File: src/rtl/frodo_mac_driver.sv
`default_nettype none
// ============================================================================
//  Module      : frodo_mac_driver
//  Description : Initiator for the Frodo 16-bit MAC (a*b + c). Accumulates
//                out = e + sum a_k*s_k (mod 2^16) by pulling (a,s) operand
//                pairs, issuing one MAC op per term and feeding each result
//                back as the next addend.
//  Revision    : 1.0 - initial release
// ============================================================================
module frodo_mac_driver #(
    parameter int LEN_W   = 11,
    parameter int TIMEOUT = 7
) (
    input  logic              clk,
    input  logic              rstn,
    input  logic              start,
    input  logic [LEN_W-1:0]  len,
    input  logic [15:0]       e_in,
    output logic              busy,
    input  logic              op_valid,
    output logic              op_ready,
    input  logic [15:0]       op_a,
    input  logic [7:0]        op_s,
    output logic              res_valid,
    input  logic              res_ready,
    output logic [15:0]       res_data,
    output logic              job_done,
    output logic              range_err,
    output logic              timeout_err,
    output logic              mac_en,
    output logic [15:0]       mac_a,
    output logic [7:0]        mac_b,
    output logic [15:0]       mac_c,
    input  logic              mac_done,
    input  logic [15:0]       mac_result
);

    localparam int TO_W = $clog2(TIMEOUT + 1);

    localparam logic [2:0] S_IDLE  = 3'd0;
    localparam logic [2:0] S_FETCH = 3'd1;
    localparam logic [2:0] S_ISSUE = 3'd2;
    localparam logic [2:0] S_WAIT  = 3'd3;
    localparam logic [2:0] S_OUT   = 3'd4;

    logic [2:0]       state;
    logic [2:0]       state_nxt;
    logic [15:0]      acc;
    logic [LEN_W-1:0] cnt;
    logic [TO_W-1:0]  to_cnt;
    logic             s_in_range;
    logic             last_term;
    logic             to_expire;

    // Secret must be a sign extension of bit 4 to be inside -16..15
    assign s_in_range = (op_s[7:4] == 4'h0) || (op_s[7:4] == 4'hF);
    assign last_term  = (cnt == LEN_W'(1));
    assign to_expire  = (to_cnt == TO_W'(TIMEOUT - 1));

    // The accumulator is the result; it is frozen while in OUT
    assign res_data = acc;

    // State register
    always_ff @(posedge clk or negedge rstn) begin
        if (!rstn) begin
            state <= S_IDLE;
        end else begin
            state <= state_nxt;
        end
    end

    // Next-state logic
    always_comb begin
        state_nxt = state;
        case (state)
            S_IDLE: begin
                if (start) begin
                    state_nxt = (len == '0) ? S_OUT : S_FETCH;
                end
            end
            S_FETCH: begin
                if (op_valid) begin
                    state_nxt = S_ISSUE;
                end
            end
            S_ISSUE: begin
                state_nxt = S_WAIT;
            end
            S_WAIT: begin
                if (mac_done) begin
                    state_nxt = last_term ? S_OUT : S_FETCH;
                end else if (to_expire) begin
                    state_nxt = S_IDLE;
                end
            end
            S_OUT: begin
                if (res_ready) begin
                    state_nxt = S_IDLE;
                end
            end
            default: state_nxt = S_IDLE;
        endcase
    end

    // Handshake and MAC strobe outputs decoded from the state
    always_comb begin
        busy      = (state != S_IDLE);
        op_ready  = (state == S_FETCH);
        mac_en    = (state == S_ISSUE);
        res_valid = (state == S_OUT);
        job_done  = (state == S_OUT) && res_ready;
    end

    // Datapath: job setup, operand latch, accumulation, timeout and error flags
    always_ff @(posedge clk or negedge rstn) begin
        if (!rstn) begin
            acc         <= '0;
            cnt         <= '0;
            to_cnt      <= '0;
            mac_a       <= '0;
            mac_b       <= '0;
            mac_c       <= '0;
            range_err   <= 1'b0;
            timeout_err <= 1'b0;
        end else begin
            case (state)
                S_IDLE: begin
                    if (start) begin
                        acc         <= e_in;
                        cnt         <= len;
                        range_err   <= 1'b0;
                        timeout_err <= 1'b0;
                    end
                end
                S_FETCH: begin
                    if (op_valid) begin
                        mac_a <= op_a;
                        mac_b <= {{3{op_s[4]}}, op_s[4:0]};
                        mac_c <= acc;
                        if (!s_in_range) begin
                            range_err <= 1'b1;
                        end
                    end
                end
                S_ISSUE: begin
                    to_cnt <= '0;
                end
                S_WAIT: begin
                    if (mac_done) begin
                        acc <= mac_result;
                        cnt <= cnt - LEN_W'(1);
                    end else if (to_expire) begin
                        timeout_err <= 1'b1;
                    end else begin
                        to_cnt <= to_cnt + TO_W'(1);
                    end
                end
                default: begin
                end
            endcase
        end
    end

endmodule
`default_nettype wire

File: config.mk
export PLATFORM = sky130hd
export DESIGN_NAME = frodo_mac_driver
export DESIGN_NICKNAME = d
export VERILOG_FILES = /design/src/rtl/frodo_mac_driver.sv
export SDC_FILE = /design/constraint.sdc
export NUM_CORES = 1
export LEC_CHECK = 0
export CAP_MARGIN = 10
export CORE_ASPECT_RATIO = 1.5
export CORE_MARGIN = 2
export CORE_UTILIZATION = 39
export CTS_CLUSTER_DIAMETER = 30
export CTS_CLUSTER_SIZE = 14
export DETAILED_ROUTE_END_ITERATION = 6
export GPL_TIMING_DRIVEN = 0
export PLACE_DENSITY_LB_ADDON = 0.05
export SYNTH_ARGS = -nofsm -noshare
export SYNTH_HDL_FRONTEND = slang
export SYNTH_SLANG_ARGS = --single-unit
File: constraint.sdc
create_clock -name clk -period 1.9 [get_ports clk]
set_clock_uncertainty 0.1 [all_clocks]
set_input_delay 0.285 -clock clk [delete_from_list [all_inputs] [get_ports clk]]
set_output_delay 0.285 -clock clk [all_outputs]
set_load 0.01 [all_outputs]
After elaboration in Yosys (flattened, before gate mapping)
Index checks and enable logic that the tools add are counted.

Register bits after elaboration: 72. Input port bits: 73.

Reduce and logical (&&, ||, !) cells: 15. Muxes and demuxes: 24. Add/subtract/negate cells: 2. Equal/unequal tests: 16.

Operators by type and width (number): 16-bit 2-to-1 mux (2); 16-bit one-hot mux with 2 select lines (1); 3-bit 2-to-1 mux (9); 11-bit 2-to-1 mux (2); 11-bit one-hot mux with 2 select lines (1); 3-bit one-hot mux with 5 select lines (1); 2-bit inequality test (second input constant) (7); 4-bit AND reduction (3); 11-bit by 1-bit equality test with 1-bit output (second input constant) (1); 11-bit zero test (1); 11-bit by 1-bit subtractor with 11-bit output (second input constant) (1); 3-bit by 2-bit equality test with 1-bit output (second input constant) (2); 3-bit equality test (second input constant) (2); 3-bit one-hot mux with 2 select lines (1); 3-bit AND reduction (2); 2-bit nonzero test (3); 1-bit 2-to-1 mux (5); 4-bit equality test (second input constant) (1); 4-bit zero test (1); 1-bit one-hot mux with 2 select lines (2); 3-bit by 1-bit adder with 3-bit output (second input constant) (1); 3-bit by 1-bit equality test with 1-bit output (second input constant) (1); 3-bit zero test (1); 3-bit inequality test (second input constant) (1); 5 further kinds (5).

Longest topological paths before layout
Depth in word-level cells: 5. Depth in mapped cells: 7.

Least setup slack after synthesis
No wires, ideal clock.

Path kind: register -> register. Start point: reg cnt[0]. End point: reg cnt[10]. Arrival time: 1748 ps. Stages on the path, launching flop included: 8. Clock period less this slack: 1969 ps. Setup slack: -69 ps. Data required time: 1679 ps. Path buffers: 1. Cells stage by stage: dfrtp_1 -> inv_1 -> ha_1 -> or3b_2 -> clkbuf_1 -> nor3_1 -> a31oi_1 -> o22a_1.

Word-level cells in the longest chain between the ends: 3.

RTL lines: from (decl) (RTL line 49) `logic [LEN_W-1:0] cnt;`; from (signal assigned) (RTL line 130) `cnt <= len;`; from (signal assigned) (RTL line 151) `cnt <= cnt - LEN_W'(1);`; 11-bit by 1-bit subtractor with 11-bit output (RTL line 151); 11-bit 2-to-1 mux (RTL line 149) `if (mac_done) begin`; 11-bit one-hot mux with 2 select lines (RTL line 126) `case (state)`.

No other way between the ends. The select of a mux whose other input is x is not followed. A chain may end at the register's enable or synchronous reset.

Worst setup path after layout
Start point: reg cnt[8]. End point: reg state[0].

Word-level cells in the longest chain between the ends: 4.

RTL lines: 11-bit by 1-bit equality test with 1-bit output (RTL line 57) `assign last_term = (cnt == LEN_W'(1));`; 3-bit 2-to-1 mux (RTL line 91) `state_nxt = last_term ? S_OUT : S_FETCH;`; 3-bit 2-to-1 mux (RTL line 90) `if (mac_done) begin`; 3-bit one-hot mux with 5 select lines (RTL line 75) `case (state)`; to (signal assigned) (RTL line 68) `state <= state_nxt;`; to (decl) (RTL line 46) `logic [2:0] state;`.

No other way between the ends.

==> impl_metrics.py <==
metrics = {
    "floorplanning": {
        "start_util": 0.399,
        "fp.dieW_microns": 79.8,
        "dieArea_sq_um": 9380,
        "core-area_sq_um": 8410,
        "row_count": 41,
        "io_pins": 136,
        "die_h_microns": 118,
    },
    "logic_synthesis": {
        "syn-num-nets": 394,
        "synth-compound-area-share": 0.134,
        "ys_seq_area_frac": 0.537,
        "synth_area_sq_um": 3360,
        "synthAdderAreaFrac": 0.0149,
        "yosys.area.top_type": "dfrtp_1",
        "syn_avg_cell_area_sq_um": 10.6,
        "async_flop_share": 1.00,
        "synth_mux_area_frac": 0.124,
        "synth-simple-area-share": 0.148,
        "yosysTopAreaCellShare": 0.537,
        "ys_top_cells_by_area": "dfrtp_1 (54%), mux2_2 (12%), nand2_1 (4.2%), a31oi_1 (3.5%), nor2_1 (3.0%)",
        "ys_types": 42,
        "synth_top_family_by_area": "simple AND/OR/NAND/NOR gates",
        "synth.most_common_cell": "dfrtp_1",
        "synth_ff_type": "dfrtp_1",
        "ys_warn_count": 0,
        "synthCells": 317,
        "synthTopCellsByCount": "dfrtp_1 (72), nand2_1 (38), mux2_2 (37)",
        "synth_edf_count": 0,
        "synth_seq_cells": 72,
        "synth_xor_area_frac": 0,
    },
    "power": {
        "p_leak_uw": 0.00229,
        "powerDensity_nw_per_um2": 1690,
        "ir_drop_mv": 0.808,
    },
    "sta": {
        "period_needed_ns": 1.89,
        "max_freq_mhz": 528,
        "tightestPinTransition_ns": 0.480,
        "final_hold_viol_count": 0,
        "relSlewSlack": 0.675,
        "drv_slew": 0,
        "fin_crit_sh": 0.996,
        "setup_viol": 0,
        "grt_setup_unrepaired": "yes",
    },
    "placed_design": {
        "dp_cells": 560,
        "numPortBuffers": 135,
        "dpl.hpwl_microns": 6940,
        "gp_congestion": 0.870,
    },
    "final_layout": {
        "post-route-util": 0.650,
        "drive_above_1_share": 0.238,
        "area_growth_pct": 62.9,
        "nets": 560,
        "layoutNonFillerInstCount": 595,
        "antenna_cells": 0,
        "fillCellCount": 714,
        "multi_input_area_sq_um": 1490,
        "regArea_sq_um": 1800,
    },
    "worst_setup_path": {
        "crit_arrival_ns": 2.00,
        "crit_type": "reg2reg",
        "cp-start-kind": "flop",
        "crit_path_end_kind": "flop",
        "critPathRequiredTime_ns": 2.00,
        "crit_fanout": 3,
    },
    "global_route": {
        "grt_overflow": 0,
        "grt_max_degree": 55,
        "grt_first_pass_wirelength_microns": 15000,
        "first_global_vias": 3071,
        "grt_use_total": 0.206,
        "antenna_found_initial": 0,
    },
    "drt": {
        "totalWireLength_microns": 9710,
        "routedWlPerCell_microns": 16.3,
        "drt-pass1-iter-count": 4,
        "ant_nets": 0,
        "num_vias": 3039,
        "drtIter0Drc": 136,
        "via_per_inst": 5.11,
        "drc": 0,
    },
    "clock_tree": {
        "clockRootBuffer": "clkbuf_16",
        "cts.htree.levels": 3,
        "cts_tree": "done",
        "clk_pin_slew_worst_paths_ns": 0.06,
        "cts_buffers": 9,
        "clk_latency_ns": 0.33,
        "cts_buffer_depth": 2,
        "clock-sinks": 72,
    },
    "run": {
        "maxCapViolCount": 0,
    },
    "min_path": {
        "worstHoldPathType": "in2async",
    },
    "run_status": {
        "status": "finished clean",
    },
}
[cells by family (layout without fill, tap and decap cells)]
| family | Yosys count | count (layout) |
|---|---|---|
| AO/OA/AOI/OAI | 68 | 68 |
| adder cells (fa/ha/maj) | 4 | 4 |
| buffers and inverters | 32 | 203 |
| flip-flops | 72 | 72 |
| multiplexers | 37 | 37 |
| AND/OR/NAND/NOR | 104 | 104 |
[per-stage QoR]
stage / setup WS [ns] / setup TNS [ns] / hold slack [ns] / cell area [sq um] / total power (uW)
after CTS: -0.0312 / -0.0359 / 0.297 / 5320 / 8990
after floorplan: -0.00648 / -0.00648 / -0.111 / 3380 / 4990
after global placement: -2.09 / -168.61 / 0.389 / 4870 / 6950
final: 0.00686 / 0 / 0.290 / 5470 / 9240
after detailed placement: -0.484 / -19.64 / 0.0906 / 4890 / 7060
after global routing: -0.0188 / -0.0853 / 0.326 / 5470 / 9840
[cell usage in the layout (no fill, tap or decap), types with 6 or more instances in the layout]
cell type / n
nor2_1: 26
mux2_2: 37
a21oi_1: 10
buf_4: 26
clkbuf_16: 9
clkdlybuf4s50_1: 129
o21ai_0: 9
a31oi_1: 19
inv_1: 7
clkbuf_2: 6
dfrtp_1: 70
nand2_1: 38
[registers in the layout (all words and copies together) (netlist names)]
name and flops:
mac_a 16, mac_c 16, res_data 16, cnt 11
mac_b 5, state 3, to_cnt 3, range_err 1
timeout_err 1
[per-layer routing]
| metal | global-route usage | share of wire | wire length (microns) | vias up |
|---|---|---|---|---|
| met5 | 0 | 0 | 0 | - |
| met2 | 0.370 | 0.54 | 5220 | 84 |
| li1 | - | - | - | 1476 |
| met1 | 0.238 | 0.40 | 3870 | 1471 |
| met3 | 0.0437 | 0.051 | 500 | 8 |
| met4 | 0.0667 | 0.012 | 117 | 0 |
[worst max-delay path, stage by stage, from the launching register on]
cell and delay [ns]:
dfrtp_1 0.39, or4_4 0.54, or4_4 0.51, a21oi_2 0.14, a2111oi_1 0.09
[cell type report]
| class | instances | share of cell area |
|---|---|---|
| sequential | 72 | 0.330 |
| timing repair buffer | 158 | 0.284 |
| multi-input combinational | 213 | 0.273 |
| clock buffer | 10 | 0.0418 |
| buffer | 21 | 0.0288 |
| tap | 107 | 0.0245 |
| clock inverter | 6 | 0.0123 |
| inverter | 8 | 0.00549 |
[what timing repair did]
item | in CTS | in global routing
setup endpoints to repair | 64 | 44
gates resized for setup | 26 | 39
pin swaps | 3 | 9
hold endpoints to repair | 18 | 0
gates cloned | 0 | 3
buffers inserted | 11 | 7
hold buffers | 1 | 0
[path summary, 6_finish.rpt]
path,end,depth (start not counted),slack [ns],from
worst max-delay path,state[0],4,0.007,cnt[8]
worst min-delay path,mac_a[15],2,0.29,rstn
worst max register to register,state[0],4,0.007,cnt[8]
worst min register to register,mac_a[6],1,0.40,mac_a[6]
max in group asynchronous,cnt[0],3,0.85,rstn
min in group clk,mac_a[6],1,0.40,mac_a[6]
[report_power, final]
group          internal, uW  switching [uW]  total (uW)  leakage, uW
combinational          2700            2070        4770      0.00131
sequential             2310             497        2810     0.000836
clock                  1020             644        1660     0.000139
No activity file was read; power rests on OpenSTA's default activity.
